### src/rtl/id_ex_stage_pkg.sv
// Shared definitions for the ID/EX pipeline boundary: register ids, ALU op
// encodings and the layout of the latched control-flag bundle.
package id_ex_stage_pkg;

  localparam int DATA_W_DEF   = 32;
  localparam int REG_ID_W_DEF = 5;
  localparam int ALU_OP_W_DEF = 4;

  localparam logic [REG_ID_W_DEF-1:0] REG_ZERO = 5'd0;
  localparam logic [REG_ID_W_DEF-1:0] REG_V0   = 5'd2;
  localparam logic [REG_ID_W_DEF-1:0] REG_A0   = 5'd4;
  localparam logic [REG_ID_W_DEF-1:0] REG_RA   = 5'd31;

  typedef enum logic [ALU_OP_W_DEF-1:0] {
    ALU_ADD = 4'd0,
    ALU_SUB = 4'd1,
    ALU_AND = 4'd2,
    ALU_OR  = 4'd3,
    ALU_XOR = 4'd4,
    ALU_NOR = 4'd5,
    ALU_SLT = 4'd6,
    ALU_SLL = 4'd7,
    ALU_SRL = 4'd8,
    ALU_SRA = 4'd9,
    ALU_LUI = 4'd10
  } alu_op_e;

  // One-bit control flags are latched as a packed vector indexed by these.
  localparam int F_REG_WRITE  = 0;
  localparam int F_MEM_READ   = 1;
  localparam int F_MEM_WRITE  = 2;
  localparam int F_MEM_TO_REG = 3;
  localparam int F_ALU_SRC    = 4;
  localparam int CTRL_FLAG_W  = 5;
  localparam int CTRL_W       = CTRL_FLAG_W + ALU_OP_W_DEF;

  localparam int OP_RS   = 0;
  localparam int OP_RT   = 1;
  localparam int NUM_OPS = 2;

endpackage

### src/rtl/id_ex_stage_operand_forward.sv
// Selects one EX operand: MEM-stage result, else WB-stage result, else the
// value latched from the register file. Register zero is never forwarded.
module operand_forward
  import id_ex_stage_pkg::*;
#(
  parameter int DATA_W   = DATA_W_DEF,
  parameter int REG_ID_W = REG_ID_W_DEF
) (
  input  logic [REG_ID_W-1:0] src_id,
  input  logic [DATA_W-1:0]   reg_value,
  input  logic                mem_reg_write,
  input  logic [REG_ID_W-1:0] mem_write_id,
  input  logic [DATA_W-1:0]   mem_value,
  input  logic                wb_reg_write,
  input  logic [REG_ID_W-1:0] wb_write_id,
  input  logic [DATA_W-1:0]   wb_value,
  output logic [DATA_W-1:0]   fwd_value
);

  logic src_nonzero;
  logic mem_hit;
  logic wb_hit;

  assign src_nonzero = (src_id != REG_ID_W'(REG_ZERO));
  assign mem_hit     = src_nonzero && mem_reg_write && (mem_write_id == src_id);
  assign wb_hit      = src_nonzero && wb_reg_write && (wb_write_id == src_id);

  // MEM holds the younger result, so it outranks WB.
  assign fwd_value = mem_hit ? mem_value :
                     wb_hit  ? wb_value  : reg_value;

endmodule

### src/rtl/id_ex_stage.sv
// ID/EX pipeline register with load-use stall generation, EX-input operand
// forwarding from MEM/WB, bubble insertion and a saturating stall counter.
module id_ex_stage
  import id_ex_stage_pkg::*;
#(
  parameter int DATA_W   = DATA_W_DEF,
  parameter int REG_ID_W = REG_ID_W_DEF,
  parameter int ALU_OP_W = ALU_OP_W_DEF
) (
  input  logic                clock,
  input  logic                reset,
  input  logic                id_valid,
  input  logic [REG_ID_W-1:0] id_rs_id,
  input  logic [REG_ID_W-1:0] id_rt_id,
  input  logic                id_uses_rt,
  input  logic [DATA_W-1:0]   id_rs_value,
  input  logic [DATA_W-1:0]   id_rt_value,
  input  logic [DATA_W-1:0]   id_imm,
  input  logic [DATA_W-1:0]   id_pc_plus4,
  input  logic                id_reg_write,
  input  logic [REG_ID_W-1:0] id_write_id,
  input  logic                id_mem_read,
  input  logic                id_mem_write,
  input  logic                id_mem_to_reg,
  input  logic                id_alu_src,
  input  logic [ALU_OP_W-1:0] id_alu_op,
  input  logic                flush,
  input  logic                ex_hold,
  input  logic                mem_reg_write,
  input  logic [REG_ID_W-1:0] mem_write_id,
  input  logic [DATA_W-1:0]   mem_value,
  input  logic                wb_reg_write,
  input  logic [REG_ID_W-1:0] wb_write_id,
  input  logic [DATA_W-1:0]   wb_value,
  output logic                stall,
  output logic                ex_valid,
  output logic [DATA_W-1:0]   ex_rs_value,
  output logic [DATA_W-1:0]   ex_rt_value,
  output logic [DATA_W-1:0]   ex_imm,
  output logic [DATA_W-1:0]   ex_pc_plus4,
  output logic [REG_ID_W-1:0] ex_rt_id,
  output logic [REG_ID_W-1:0] ex_write_id,
  output logic                ex_reg_write,
  output logic                ex_mem_read,
  output logic                ex_mem_write,
  output logic                ex_mem_to_reg,
  output logic                ex_alu_src,
  output logic [ALU_OP_W-1:0] ex_alu_op,
  output logic [31:0]         stall_count
);

  logic                   valid_reg;
  logic [CTRL_FLAG_W-1:0] flags_reg;
  logic [ALU_OP_W-1:0]    alu_op_reg;
  logic [DATA_W-1:0]      imm_reg;
  logic [DATA_W-1:0]      pc_plus4_reg;
  logic [REG_ID_W-1:0]    write_id_reg;
  logic [REG_ID_W-1:0]    src_id_reg    [NUM_OPS];
  logic [DATA_W-1:0]      src_value_reg [NUM_OPS];
  logic [DATA_W-1:0]      src_fwd       [NUM_OPS];
  logic [REG_ID_W-1:0]    id_src_id     [NUM_OPS];
  logic [DATA_W-1:0]      id_src_value  [NUM_OPS];
  logic [CTRL_FLAG_W-1:0] id_flags;
  logic [31:0]            stall_count_reg;
  logic                   load_use;

  assign id_src_id[OP_RS]    = id_rs_id;
  assign id_src_id[OP_RT]    = id_rt_id;
  assign id_src_value[OP_RS] = id_rs_value;
  assign id_src_value[OP_RT] = id_rt_value;

  assign id_flags[F_REG_WRITE]  = id_reg_write;
  assign id_flags[F_MEM_READ]   = id_mem_read;
  assign id_flags[F_MEM_WRITE]  = id_mem_write;
  assign id_flags[F_MEM_TO_REG] = id_mem_to_reg;
  assign id_flags[F_ALU_SRC]    = id_alu_src;

  genvar gi;
  generate
    for (gi = 0; gi < NUM_OPS; gi++) begin : g_fwd
      operand_forward #(
        .DATA_W   (DATA_W),
        .REG_ID_W (REG_ID_W)
      ) u_fwd (
        .src_id        (src_id_reg[gi]),
        .reg_value     (src_value_reg[gi]),
        .mem_reg_write (mem_reg_write),
        .mem_write_id  (mem_write_id),
        .mem_value     (mem_value),
        .wb_reg_write  (wb_reg_write),
        .wb_write_id   (wb_write_id),
        .wb_value      (wb_value),
        .fwd_value     (src_fwd[gi])
      );
    end
  endgenerate

  // A load in EX cannot feed its result to the instruction now in ID.
  assign load_use = valid_reg && flags_reg[F_MEM_READ] &&
                    (write_id_reg != REG_ID_W'(REG_ZERO)) && id_valid &&
                    ((write_id_reg == id_rs_id) ||
                     (id_uses_rt && (write_id_reg == id_rt_id)));

  assign stall = (load_use || ex_hold) && !flush && !reset;

  always_ff @(posedge clock) begin
    if (reset) begin
      valid_reg       <= 1'b0;
      flags_reg       <= '0;
      alu_op_reg      <= '0;
      imm_reg         <= '0;
      pc_plus4_reg    <= '0;
      write_id_reg    <= '0;
      stall_count_reg <= '0;
      for (int i = 0; i < NUM_OPS; i++) begin
        src_id_reg[i]    <= '0;
        src_value_reg[i] <= '0;
      end
    end else begin
      if (stall && (stall_count_reg != '1)) begin
        stall_count_reg <= stall_count_reg + 32'd1;
      end
      if (ex_hold) begin
        // Fold in any forward seen this cycle so a WB write is not lost.
        for (int i = 0; i < NUM_OPS; i++) begin
          src_value_reg[i] <= src_fwd[i];
        end
      end else if (flush || load_use) begin
        valid_reg  <= 1'b0;
        flags_reg  <= '0;
        alu_op_reg <= '0;
      end else begin
        valid_reg    <= id_valid;
        flags_reg    <= id_flags;
        alu_op_reg   <= id_alu_op;
        imm_reg      <= id_imm;
        pc_plus4_reg <= id_pc_plus4;
        write_id_reg <= id_write_id;
        for (int i = 0; i < NUM_OPS; i++) begin
          src_id_reg[i]    <= id_src_id[i];
          src_value_reg[i] <= id_src_value[i];
        end
      end
    end
  end

  assign ex_valid      = valid_reg;
  assign ex_rs_value   = src_fwd[OP_RS];
  assign ex_rt_value   = src_fwd[OP_RT];
  assign ex_imm        = imm_reg;
  assign ex_pc_plus4   = pc_plus4_reg;
  assign ex_rt_id      = src_id_reg[OP_RT];
  assign ex_write_id   = write_id_reg;
  assign ex_reg_write  = valid_reg && flags_reg[F_REG_WRITE];
  assign ex_mem_read   = valid_reg && flags_reg[F_MEM_READ];
  assign ex_mem_write  = valid_reg && flags_reg[F_MEM_WRITE];
  assign ex_mem_to_reg = valid_reg && flags_reg[F_MEM_TO_REG];
  assign ex_alu_src    = valid_reg && flags_reg[F_ALU_SRC];
  assign ex_alu_op     = alu_op_reg;
  assign stall_count   = stall_count_reg;

endmodule

### config.mk
export PLATFORM = sky130hd
export DESIGN_NAME = id_ex_stage
export DESIGN_NICKNAME = d
export VERILOG_FILES = /design/src/rtl/id_ex_stage_pkg.sv /design/src/rtl/id_ex_stage_operand_forward.sv /design/src/rtl/id_ex_stage.sv
export SDC_FILE = /design/constraint.sdc
export NUM_CORES = 1
export LEC_CHECK = 0
export ABC_AREA = 0
export BUFFER_PORTS_ARGS = -buffer_cell sky130_fd_sc_hd__buf_4
export CAP_MARGIN = 25
export CORE_AREA = 4 4 161 163
export CTS_CLUSTER_DIAMETER = 200
export DETAILED_ROUTE_END_ITERATION = 8
export DIE_AREA = 0 0 165 167
export GPL_TIMING_DRIVEN = 1
export PLACE_DENSITY = 0.69
export SLEW_MARGIN = 20
export SYNTH_ARGS = -nofsm -noshare
export SYNTH_HDL_FRONTEND = slang
export SYNTH_HIERARCHICAL = 1
export SYNTH_SLANG_ARGS = --single-unit
### constraint.sdc
create_clock -name clock -period 3.09 [get_ports clock]
set_clock_uncertainty 0.1 [all_clocks]
set_input_delay 0.309 -clock clock [delete_from_list [all_inputs] [get_ports clock]]
set_output_delay 0.309 -clock clock [all_outputs]
set_load 0.02 [all_outputs]
==> run_results.csv <==
group,metric,value,unit
routing,routed_via_density,5.84,
timing,slew_violations,0,
synthesis,seq_area_frac_synth,0.486,
worst_setup_path,end_kind,"primary output",
global_routing,grt_pass1_wl,56100,um
timing,fmax,0.339,GHz
worst_setup_path,critPathMaxStageDelay,0.60,ns
synthesis,synth_area,9150,um^2
worst_setup_path,cp_top_family,"simple AND/OR/NAND/NOR gates",
clocking,cts.sinks,185,
global_routing,grt_pass1_vias,9795,
floorplanning,die_w,165,um
synthesis,ys_types,44,
floorplanning,coreArea,24300,um^2
routing,drc,0,
global_routing,overflow,0,
worst_setup_path,crit_start,"src_id_reg[0][6]",
global_routing,antenna_found_initial,3,
power_and_ir_drop,vdd_drop_max,0.336,mV
min_path,hp-class,"input pin to flip-flop",
synthesis,yosysTopAreaCellShare,0.243,
routing,ant_nets,0,
routing,wire_per_inst,22.2,um
worst_setup_path,timing.rr.end,"ex_imm[22]",
clocking,post-cts-setup-buffer-count,0,
floorplanning,ios,415,
global_routing,grt_max_degree,74,
layout,synthToLayoutAreaGrowth,51.8,%
worst_setup_path,crit_type,"flip-flop to primary output",
global_routing,grtUsageTotal,0.259,
timing,max_slew.worst_pin.slew,0.915,ns
placed_design,postPlaceCellArea,12500,um^2
worst_setup_path,cp.buffers_inverters,2,
power_and_ir_drop,leakagePower,0.00573,uW
layout,nets,1582,
synthesis,ys_warn_count,6,
power_and_ir_drop,total_power,6480,uW
synthesis,netlist_instances,915,
synthesis,synthArstFlopShare,0,
clocking,clk_pin_slew,0.08,ns
synthesis,yosysTopAreaCell,"dfxtp_1",
placed_design,dpl.hpwl,25900,um
layout,postLayoutCellArea,13900,um^2
timing,layout_worst_path_cycle_share,0.956,
clocking,cts_made_buffers,17,
clocking,htree_num_levels,4,
power_and_ir_drop,powerDensity,466,nW/um^2
floorplanning,dieArea,27600,um^2
floorplanning,initial_utilization,0.376,
floorplanning,rows,57,
worst_setup_path,r2r-start,"ex_write_id[3]",
synthesis,synth.avg_cell_area,10.0,um^2
timing,fin_crit,2.95,ns
routing,dr.pass1.iters,8,
layout,largest_reg_flops,64,
clocking,clockBufferDepth,2,
timing,finalSetupViolCount,0,
clocking,tritoncts,"yes",
timing,max_slew_margin,0.390,
synthesis,synth_edf_count,74,
synthesis,ys_ff_latch,185,
synthesis,ys_top_cells_by_area,"dfxtp_1, edfxtp_1, a22o_1",
clocking,cts_root_buf,"clkbuf_16",
worst_setup_path,worst_r2r_path_depth,8,
worst_setup_path,cp-endpoint,"ex_rt_value[12]",
routing,drt_first_iter_violations,1124,
routing,vias,9844,
worst_setup_path,worstPathMaxFanout,32,
flow_run,cap_violations,0,
worst_setup_path,rrSetupSlack,0.47,ns
worst_setup_path,cp_cell_sequence,"or4_4, o211ai_4, or2_1, buf_6, a31oi_1, buf_4",
timing,rsz0062_at_grt,"no",
synthesis,synth-main-ff-cell,"dfxtp_1",
worst_setup_path,cp.required,2.68,ns
worst_setup_path,start_kind,"flip-flop",
run_status,outcome,"completed",
worst_setup_path,cp.arrival,2.54,ns
clocking,insertion_delay,0.43,ns
placed_design,place.gp.congestion,0.887,
worst_setup_path,crit_slowest_cell,"or4_4",
layout,drive_gt1_frac,0.365,
timing,hold_violations,0,
worst_setup_path,path_depth,6,
timing,tns,0,ns
routing,wl,37400,um
floorplanning,fp.dieH,167,um
synthesis,syn-num-nets,1150,
placed_design,port_buffers,414,
-- layer usage --
metal | wire, um | share of wire | track usage
met1 | 14000 | 0.37 | 0.306
met2 | 18400 | 0.49 | 0.433
met3 | 3710 | 0.099 | 0.0791
met4 | 1300 | 0.035 | 0.107
met5 | 13 | 0.00035 | 0
-- worst reg2reg max path, cell delays in order, from the launching register on --
cell and delay, ns:
dfxtp_1 0.51, xnor2_1 0.17, nand4_1 0.10, o22ai_1 0.24
a41oi_4 0.19, a21oi_4 0.20, buf_4 0.34, buf_4 0.47
a22o_1 0.23
-- cell type report --
class	count	area (um^2)
clock inverters	15	183
inverters	5	18.8
clock buffers	17	425
flip-flops and latches	185	4440
fillers	2105	10400
repair buffers	517	4140
well taps	324	405
multi-input cells	621	4260
diodes	2	5.00
-- how the worst min path moves through the flow --
| stage | startpoint | endpoint | slack, ns | depth (start not counted) |
|---|---|---|---|---|
| finish | id_imm[25] | ex_imm[25] | 0.02 | 2 |
| global route | id_imm[29] | ex_imm[29] | 0.005 | 2 |
| CTS | id_imm[30] | ex_imm[30] | 0.002 | 2 |
| detailed placement | ex_imm[8] | ex_imm[8] | 0.36 | 1 |
| global placement | flags_reg[0] | flags_reg[0] | 0.36 | 1 |
| floorplan | id_alu_op[0] | ex_alu_op[0] | 0.33 | 1 |
-- per-stage QoR --
stage           util  hold slack [ns]  instances  worst slack [ns]
3_5_place_dp   0.514            0.356       1578             0.319
3_3_place_gp   0.514            0.356       1578             0.366
2_1_floorplan      -            0.335        915             0.240
5_1_grt        0.571          0.00506       1686           0.00670
4_1_cts        0.569          0.00207       1684           0.00734
6_report       0.571           0.0246       1686             0.136
-- cells in the mapped netlist, types with 2 or more instances --
cell / number
or4_4: 2
a22o_1: 143
or2_1: 2
nor2b_1: 2
buf_4: 12
o31ai_1: 23
o211ai_2: 4
dfxtp_1: 111
o41ai_1: 4
and2_1: 11
nand4_1: 13
o21ai_1: 12
a31oi_1: 64
nand3_1: 75
inv_1: 5
and4_1: 9
nor3_1: 67
nand2_1: 15
or4_1: 24
xnor2_1: 30
o21ai_0: 54
and3_1: 16
o211a_1: 2
a21oi_1: 27
clkbuf_2: 6
edfxtp_1: 74
o311ai_0: 5
buf_6: 4
nor2_1: 4
clkbuf_1: 54
buf_2: 28
-- cells by family (layout without fill, tap and decap cells) --
logic type / after synthesis / in the layout / share of synthesized area
adder cells (fa/ha/maj): 1 / 1 / 0.00137
AND/OR/NAND/NOR: 247 / 247 / 0.153
other: 0 / 2 / 0
flip-flops: 185 / 185 / 0.486
multiplexers: 2 / 2 / 0.00287
AO/OA/AOI/OAI: 341 / 341 / 0.271
XOR/XNOR: 30 / 30 / 0.0287
buffers and inverters: 109 / 554 / 0.0576
-- placed cells by master, fill, tap and decap left out, drive strengths merged, types with 5 or more instances in the layout --
| master | n |
|---|---|
| or4 | 26 |
| nand2 | 15 |
| clkbuf | 17 |
| o31ai | 24 |
| and4 | 10 |
| dlygate4sd3 | 74 |
| nor3 | 67 |
| a21oi | 27 |
| a31oi | 64 |
| clkinv | 9 |
| buf | 443 |
| nand4 | 14 |
| xnor2 | 30 |
| o21ai | 66 |
| and2 | 11 |
| a22o | 143 |
| dfxtp | 111 |
| inv | 11 |
| nand3 | 75 |
| edfxtp | 74 |
| and3 | 16 |
| o311ai | 5 |
-- timing repair --
| action | 4_1_cts | 5_1_grt |
|---|---|---|
| resized for setup | 1 | 8 |
| hold buffers | 74 | 0 |
| pin swaps | 0 | 2 |
| endpoints found under the hold margin | 74 | 0 |
| setup endpoints to repair | 19 | 37 |
-- power breakdown --
group	internal (uW)	total [uW]	switching, uW
logic	666	1470	805
clock network	1110	2250	1140
registers	2690	2760	72.1
total	4460	6480	2020
Power figures use the tool's default switching activity.
